[src/rtl/keypad_hex_entry.sv]
// keypad_hex_entry: scans a 4x4 row-driven / column-sensed keypad, debounces
// presses and releases, and shifts each accepted key's hex code into a 32-bit
// entry register from the low end.
// Optional feature: define HEX_ENTRY_BKSP_EN to add the bksp port and the
// backspace (shift-right) action on the entry register.
module keypad_hex_entry #(
    parameter int unsigned SCAN_DIV       = 1000,
    parameter int unsigned DEBOUNCE_SCANS = 4
) (
    input  logic        clk,
    input  logic        rst_n,
    input  logic [3:0]  col,
    output logic [3:0]  row,
    input  logic        clear,
`ifdef HEX_ENTRY_BKSP_EN
    input  logic        bksp,
`endif
    output logic        key_valid,
    output logic [3:0]  key_code,
    output logic [31:0] data
);

    localparam int unsigned CNT_W = (SCAN_DIV > 1) ? $clog2(SCAN_DIV) : 1;
    localparam int unsigned DB_W  = $clog2(DEBOUNCE_SCANS + 1);

    localparam logic [CNT_W-1:0] CNT_LAST = CNT_W'(SCAN_DIV - 1);
    localparam logic [DB_W-1:0]  DB_LAST  = DB_W'(DEBOUNCE_SCANS - 1);

    typedef enum logic [1:0] {
        S_SCAN     = 2'd0,
        S_DEBOUNCE = 2'd1,
        S_ACCEPT   = 2'd2,
        S_RELEASE  = 2'd3
    } state_t;

    state_t          r_state;
    logic [3:0]      r_col_s1;
    logic [3:0]      r_col_s2;
    logic [CNT_W-1:0] r_cnt;
    logic [1:0]      r_row_idx;
    logic [3:0]      r_row;
    logic [3:0]      r_cand;
    logic [DB_W-1:0] r_match;
    logic [DB_W-1:0] r_rel;
    logic            r_key_valid;
    logic [3:0]      r_key_code;
    logic [31:0]     r_data;

    logic            w_strobe;
    logic            w_hit;
    logic [1:0]      w_col_idx;
    logic [3:0]      w_code;

    // Two-flop synchronizer for the asynchronous column inputs (idle high)
    always_ff @(posedge clk or negedge rst_n) begin
        if (!rst_n) begin
            r_col_s1 <= 4'hF;
            r_col_s2 <= 4'hF;
        end else begin
            r_col_s1 <= col;
            r_col_s2 <= r_col_s1;
        end
    end

    // Free-running row-period counter; its last count is the sample strobe
    always_ff @(posedge clk or negedge rst_n) begin
        if (!rst_n) begin
            r_cnt <= '0;
        end else if (r_cnt == CNT_LAST) begin
            r_cnt <= '0;
        end else begin
            r_cnt <= r_cnt + CNT_W'(1);
        end
    end

    assign w_strobe = (r_cnt == CNT_LAST);

    // Single-hit decode: exactly one column low; anything else is "no key"
    always_comb begin
        w_hit     = 1'b0;
        w_col_idx = 2'd0;
        case (r_col_s2)
            4'b1110: begin w_hit = 1'b1; w_col_idx = 2'd0; end
            4'b1101: begin w_hit = 1'b1; w_col_idx = 2'd1; end
            4'b1011: begin w_hit = 1'b1; w_col_idx = 2'd2; end
            4'b0111: begin w_hit = 1'b1; w_col_idx = 2'd3; end
            default: begin w_hit = 1'b0; w_col_idx = 2'd0; end
        endcase
    end

    assign w_code = {r_row_idx, w_col_idx};

    // Scan / debounce / accept / release-wait state machine with row drive
    always_ff @(posedge clk or negedge rst_n) begin
        if (!rst_n) begin
            r_state     <= S_SCAN;
            r_row_idx   <= 2'd0;
            r_row       <= 4'b1110;
            r_cand      <= 4'h0;
            r_match     <= '0;
            r_rel       <= '0;
            r_key_valid <= 1'b0;
            r_key_code  <= 4'h0;
        end else begin
            r_key_valid <= 1'b0;
            case (r_state)
                S_SCAN: begin
                    if (w_strobe) begin
                        if (w_hit) begin
                            r_cand  <= w_code;
                            r_match <= DB_W'(1);
                            if (DEBOUNCE_SCANS <= 1) begin
                                r_state <= S_ACCEPT;
                            end else begin
                                r_state <= S_DEBOUNCE;
                            end
                        end else begin
                            r_row_idx <= r_row_idx + 2'd1;
                            r_row     <= {r_row[2:0], r_row[3]};
                        end
                    end
                end
                S_DEBOUNCE: begin
                    if (w_strobe) begin
                        if (w_hit && (w_code == r_cand)) begin
                            r_match <= r_match + DB_W'(1);
                            if (r_match == DB_LAST) begin
                                r_state <= S_ACCEPT;
                            end
                        end else begin
                            r_match   <= '0;
                            r_state   <= S_SCAN;
                            r_row_idx <= r_row_idx + 2'd1;
                            r_row     <= {r_row[2:0], r_row[3]};
                        end
                    end
                end
                S_ACCEPT: begin
                    r_key_valid <= 1'b1;
                    r_key_code  <= r_cand;
                    r_match     <= '0;
                    r_rel       <= '0;
                    r_state     <= S_RELEASE;
                end
                S_RELEASE: begin
                    if (w_strobe) begin
                        if (r_col_s2 == 4'hF) begin
                            if (r_rel == DB_LAST) begin
                                r_rel     <= '0;
                                r_state   <= S_SCAN;
                                r_row_idx <= r_row_idx + 2'd1;
                                r_row     <= {r_row[2:0], r_row[3]};
                            end else begin
                                r_rel <= r_rel + DB_W'(1);
                            end
                        end else begin
                            r_rel <= '0;
                        end
                    end
                end
                default: begin
                    r_state <= S_SCAN;
                end
            endcase
        end
    end

    // Entry register: clear beats the accept shift, which beats backspace
    always_ff @(posedge clk or negedge rst_n) begin
        if (!rst_n) begin
            r_data <= 32'h0;
        end else if (clear) begin
            r_data <= 32'h0;
        end else if (r_state == S_ACCEPT) begin
            r_data <= {r_data[27:0], r_cand};
`ifdef HEX_ENTRY_BKSP_EN
        end else if (bksp) begin
            r_data <= {4'h0, r_data[31:4]};
`endif
        end
    end

    assign row       = r_row;
    assign key_valid = r_key_valid;
    assign key_code  = r_key_code;
    assign data      = r_data;

endmodule
[config.mk]
export PLATFORM = sky130hd
export DESIGN_NAME = keypad_hex_entry
export DESIGN_NICKNAME = d
export VERILOG_FILES = /design/src/rtl/keypad_hex_entry.sv
export SDC_FILE = /design/constraint.sdc
export NUM_CORES = 1
export LEC_CHECK = 0
export BUFFER_PORTS_ARGS = -buffer_cell sky130_fd_sc_hd__buf_2
export CAP_MARGIN = 5
export CORE_UTILIZATION = 50
export CTS_BUF_LIST = sky130_fd_sc_hd__clkbuf_8 sky130_fd_sc_hd__clkbuf_16
export DETAILED_ROUTE_END_ITERATION = 8
export PLACE_DENSITY_LB_ADDON = 0.15
export SLEW_MARGIN = 20
export SYNTH_ARGS = -nofsm -noshare
export SYNTH_HDL_FRONTEND = slang
export SYNTH_SLANG_ARGS = --single-unit
[constraint.sdc]
create_clock -name clk -period 2.3 [get_ports clk]
set_input_delay 0.115 -clock clk [delete_from_list [all_inputs] [get_ports clk]]
set_output_delay 0.115 -clock clk [all_outputs]
set_load 0.005 [all_outputs]
==> run metrics, run 1 <==
Worst Setup Start Kind=flop; Arrival @ worst endpoint=2310 ps; Highest Clock Rate=479.4 MHz; Worst path max stage delay=450 ps; Routed Wire Length=5.670 mm; Worst-Margin Slew=565.7 ps; Initial Util=53.20%; layout net count=353; first-pass GRT wire length=9.370 mm; Pre-antenna DRT Iters=4; Fin Hold WS=254.9 ps; Setup Viol. Count Final=0; most common cell after layout, fill and taps aside=dfrtp_1; wire per inst=13.63 um; crit path time final=2086 ps; Non-Filler Instances=416; Post-Syn Area per Cell=11.50 um2; layout cell share with drive strength beyond 1=26.98%; Period Utilization, post-route=90.68%; post-DP HPWL=3.837 mm; clock skew=11.50 ps; static leakage=1.816 nW; status=complete, no violations; final hold violations=0; Placed Area=3571 um2; RSZ-0062 raised after global routing=false; antenna violations before repair=0; area delta synth->final=18.48%; Post-DRT Antenna Nets=0; Worst-path clk slew=80 ps; CP Capture Type=flop; Critical Path Fanout Max=10; fin area=3842 um2; die area=6812 um2; Diodes inserted=0; IO buf count=47; Max-slew headroom=62.28%; share of async-settable or async-resettable flops after synthesis=100.0%; clk buf depth=2; Hold WC Path Type=in -> reg; htree depth=3; num ports=48; TritonCTS Sinks=73; power density over the cells=640.3 nW/um2; post-synthesis cell type count=44; clk_lat worst skew=340 ps; die width=82.54 um; Critical Path RT=2520 ps; DRC violations left=0; Crit Path Category=reg -> reg; max-cap violation count=0; DR vias/cell=5.264; CTS Buf Count=9; vias in the first global route=2,030; most frequent cells in the layout=dfrtp_1 (62), buf_2 (47), nor2_1 (41); Gate Count Post-Synth=282; max-slew violation count=0; core area=6096 um2; largest net degree at the start of global routing=74; GRT overflow=0; Initial DRC Count=134; CP max stage cell=dfrtp_1; Net Count, Synth=299; EDFF count, synth=0; die height=82.54 um; peak supply drop=0.3962 mV; RD Place Congestion=0.8086; register area share after synthesis=56.75%; cell-by-cell trace of the critical path=ha_1 -> or3_1 -> o41ai_1 -> a41o_2 -> nand4_2 -> mux2_2; CTS root buffer=clkbuf_8; placed insts=395; GRT Resource Usage Total=18.94%; TritonCTS clock tree=yes; synthesized flop and latch total=73; Ys Warns=0; via count=2,190; Post-Syn Area=3243 um2; setup tns final=0 ps; row cnt=28; main flop type after synthesis=dfrtp_1
## routing by layer
metal  routed length (um)  track usage [%]  vias to the layer above
met4                  122            10.34                        0
met2                 2629            28.84                       40
met3                  179            4.066                       11
li1                     -                -                     1076
met5                    0                0                        -
met1                 2738            25.27                     1063
## worst max-delay path, delay by kind of cell (launching register included)
kind                       cells  cell delay (ps)
DFF                            1              450
adders and majority gates      1              330
and+or+nand+nor                2              600
AOI/OAI and AO/OA              2              280
muxes                          1              320
## per-stage QoR
stage                     total power, mW  util, %  setup slack [ps]
after floorplan                     1.352        -             297.9
after global placement              1.389    58.58             242.9
after detailed placement            1.390    58.58             217.3
after CTS                           2.496    63.03             214.3
after global routing                2.558    63.03             89.75
final                               2.460    63.03             214.3
## kinds of logic (layout without fill, tap and decap cells)
family | Yosys count | in the layout | share of synthesized area (%)
simple gates | 88 | 88 | 12.92
flops | 73 | 73 | 56.75
mux | 42 | 42 | 13.31
compound gates | 31 | 31 | 6.598
buf+inv | 26 | 85 | 3.318
xor+xnor | 12 | 12 | 3.241
fa+ha+maj | 10 | 10 | 3.858
## cell usage after synthesis, types with 2 or more instances
library cell | count | area share [%]
nand2_1 | 18 | 2.1
ha_1 | 10 | 3.9
mux2i_1 | 33 | 10
xnor2_1 | 8 | 2.2
nor2_1 | 41 | 4.7
dfstp_2 | 11 | 8.9
dfrtp_1 | 62 | 48
clkbuf_1 | 8 | 0.93
mux2_2 | 9 | 3.1
o41ai_1 | 2 | 0.54
nand3_1 | 9 | 1.4
a211o_1 | 3 | 0.81
buf_1 | 2 | 0.23
nand4_1 | 2 | 0.39
nand2b_1 | 5 | 0.96
xor2_1 | 4 | 1.1
nor2b_1 | 2 | 0.39
inv_1 | 13 | 1.5
o21ai_0 | 7 | 1.1
a31oi_1 | 2 | 0.39
a21oi_1 | 6 | 0.93
o31ai_1 | 2 | 0.46
a41oi_1 | 2 | 0.54
## final cells by class
type	instances	area [um2]
clock buffers	10	137.6
clock inverters	6	83.83
fillers	520	2253
inverters	13	48.80
multi-input cells	183	1297
flip-flops and latches	73	1841
well taps	75	93.84
repair buffers	56	340.3
## report_power, final
group	internal (mW)	switching (mW)
Combinational	0.0214	0.0443
Sequential	1.30	0.00817
Clock	0.634	0.456
## path summary, 6_finish.rpt
path | cells past startpoint | to | startpoint | slack [ps]
min in group asynchronous | 3 | data[20] | rst_n | 310
min reg2reg | 0 | r_col_s2[0] | r_col_s1[0] | 360
max in group asynchronous | 3 | r_col_s1[2] | rst_n | 1610
min | 2 | data[20] | clear | 250
max reg2reg | 6 | row[0] | r_state[0] | 210
max | 6 | row[0] | r_state[0] | 210
## what timing repair did
item,CTS,global route
gates resized for setup,0,0
endpoints found under the hold margin,66,0
hold buffers,5,0
setup buffers,0,0
## state kept, by name (all words and copies together) (netlist names), named ones only
register,count
data,32
key_code,4
key_valid,1
r_cand,4
r_cnt,10
r_col_s1,4
r_col_s2,4
r_match,3
r_rel,3
r_row_idx,2
r_state,1
row,4
No activity file was read; power rests on OpenSTA's default activity.
==> inputs of run 2 (changes only) <==
--- a/config.mk
+++ b/config.mk
@@ -10,7 +10,7 @@
 export CORE_UTILIZATION = 50
 export CTS_BUF_LIST = sky130_fd_sc_hd__clkbuf_8 sky130_fd_sc_hd__clkbuf_16
 export DETAILED_ROUTE_END_ITERATION = 8
-export PLACE_DENSITY_LB_ADDON = 0.15
+export PLACE_DENSITY = 0.83
 export SLEW_MARGIN = 20
 export SYNTH_ARGS = -nofsm -noshare
 export SYNTH_HDL_FRONTEND = slang
==> run 2 against run 1 <==
Against the previous run: power rose by 6.1%; clock-buffer cell count rose by 1; die area stayed put; flip-flop and latch count unchanged; final cell count unchanged; global-route usage up 1.2 points; worst hold slack hardly changed; setup slack worse by 11 ps; clock skew down 2.8 ps; maximum frequency is 0.52% lower; wire length increased by 4.3%; largest power group unchanged.
==> run metrics, run 2 (synthesis results as in run 1) <==
Pint=2.097 mW (+7.4%); Hold WC Path Type=in -> reg; Initial Util=53.20% (unchanged); Routed Wire Length=5.911 mm (+4.3%); area delta synth->final=19.48%; IO buf count=47 (unchanged); most frequent cells in the layout=dfrtp_1 (62), buf_2 (47), nor2_1 (41); DRC violations left=0 (unchanged); crit path time final=2097 ps (+10.82 ps); Worst Setup Start Kind=flop; CP delay by family, top=simple AND/OR/NAND/NOR gates; Critical Path Fanout Max=10 (unchanged); cts repair resizes=0 (unchanged); Filler cells=493 (-5.2%); row cnt=28 (unchanged); Highest Clock Rate=477.0 MHz (-0.52%); clock network power share=47.5% (+3.2 points); core area=6096 um2 (unchanged); power density over the cells=673.9 nW/um2 (+5.2%); final hold violations=0 (unchanged); dpl ws=195.5 ps (-21.81 ps); reg-to-reg slack, setup=200 ps (about the same); antenna violations before repair=0 (unchanged); buffers and inverters on the worst path=0 (unchanged); Max-slew headroom=61.53% (-0.75 points); CTS root buffer=clkbuf_8; fin worst setup slack=203.4 ps (-10.82 ps); DR vias/cell=5.308 (+0.82%); Reg power frac=50.0% (-3.0 points); Logic pwr share=2.5% (-0.2 points); via count=2,208 (+0.82%); RSZ-0062 raised after global routing=false; layout net count=353 (unchanged); CP Capture Type=flop; most common cell after layout, fill and taps aside=dfrtp_1; Net Sw Frac=19.68% (-0.98 points); CTS Buf Count=9 (unchanged); Pre-antenna DRT Iters=4 (unchanged); Worst-path clk slew=80 ps (about the same); Arrival @ worst endpoint=2330 ps (+20 ps); Setup Viol. Count Final=0 (unchanged); GRT overflow=0 (unchanged); TritonCTS Sinks=73 (unchanged); die height=82.54 um (unchanged); setup tns final=0 ps (unchanged); max FFs per register=32 (unchanged); Crit Path Category=reg -> reg; clk buf depth=2 (unchanged); Worst path max stage delay=440 ps (about the same); status=complete, no violations; num ports=48 (unchanged); post-DP HPWL=4.130 mm (+7.6%); Psw=0.5141 mW (+1.1%); fin area=3875 um2 (+0.85%); clk_lat worst skew=350 ps (about the same); largest net degree at the start of global routing=49 (-34%); Period Utilization, post-route=91.15% (+0.47 points); Placed Area=3571 um2 (unchanged); max-slew violation count=0 (unchanged); layout cell share with drive strength beyond 1=26.98% (unchanged); die width=82.54 um (unchanged); static leakage=1.837 nW (+1.2%); clock skew=8.648 ps (-2.847 ps); wire per inst=14.21 um (+4.3%); Post-DRT Antenna Nets=0 (unchanged); GRT Resource Usage Total=20.13% (+1.2 points); CP max stage cell=dfrtp_1; htree depth=3 (unchanged); Initial DRC Count=95 (-29%); Worst-Margin Slew=577.1 ps (+11.32 ps); first-pass GRT wire length=10.02 mm (+6.9%); vias in the first global route=2,242 (+10%); die area=6812 um2 (unchanged); Diodes inserted=0 (unchanged); peak supply drop=0.5095 mV (+29%); Fin Hold WS=254.9 ps (+0.06500 ps); cell-by-cell trace of the critical path=ha_1 -> or3_1 -> o41ai_1 -> a41o_2 -> nand4_2 -> mux2_2; RD Place Congestion=0.7518 (-7.0%); max-cap violation count=0 (unchanged); Critical Path RT=2540 ps (+20 ps); TritonCTS clock tree=yes
run 2: final timing paths:
path	start	cells after the start	to
worst min-delay path	clear	2	data[24]
worst min register to register	r_col_s1[0]	0	r_col_s2[0]
worst max register to register	r_state[0]	6	row[0]
max in group asynchronous	rst_n	3	r_cnt[2]
worst max-delay path	r_state[0]	6	row[0]
min in group asynchronous	rst_n	2	r_cand[1]
run 2: routing by layer:
metal	vias to the layer above	global-route usage, %	wire length [um]
met5	-	0	0
met4	0	10.34	139
met3	12	4.945	187
met2	35	32.64	2732
met1	1088	25.04	2851
li1	1073	-	-
run 2: power by group through the flow:
stage                     Sequential, mW  Clock [mW]  Combinational, mW
after CTS                           1.30        1.27             0.0669
after global placement              1.33           0             0.0591
final                               1.30        1.24             0.0656
after global routing                1.31        1.31             0.0747
after floorplan                     1.32           0             0.0289
after detailed placement            1.33           0             0.0603
run 2: worst reg2reg max path: cells and delay by family (launching register included):
| family | cells | cell delay, ps |
|---|---|---|
| adders and majority gates | 1 | 340 |
| muxes | 1 | 320 |
| AOI/OAI and AO/OA | 2 | 290 |
| and+or+nand+nor | 2 | 600 |
| DFF | 1 | 440 |
run 2: timing repair:
item | in CTS | in global routing
hold buffers | 5 | 0
setup buffers | 0 | 0
endpoints found under the hold margin | 18 | 0
run 2: per-stage QoR:
stage / power (mW) / instances / utilization (%)
floorplan: 1.352 / 282 / -
global placement: 1.387 / 395 / 58.58
detailed placement: 1.389 / 395 / 58.58
CTS: 2.638 / 416 / 63.57
global route: 2.694 / 416 / 63.57
finish: 2.611 / 416 / 63.57
run 2: cell type report:
cell class / instances / area [um2] / area share [%]
flip-flops and latches: 73 / 1841 / 47.50
multi-input cells: 183 / 1297 / 33.48
repair buffers: 56 / 340.3 / 8.783
clock buffers: 11 / 151.4 / 3.907
clock inverters: 5 / 102.6 / 2.648
well taps: 75 / 93.84 / 2.422
inverters: 13 / 48.80 / 1.259
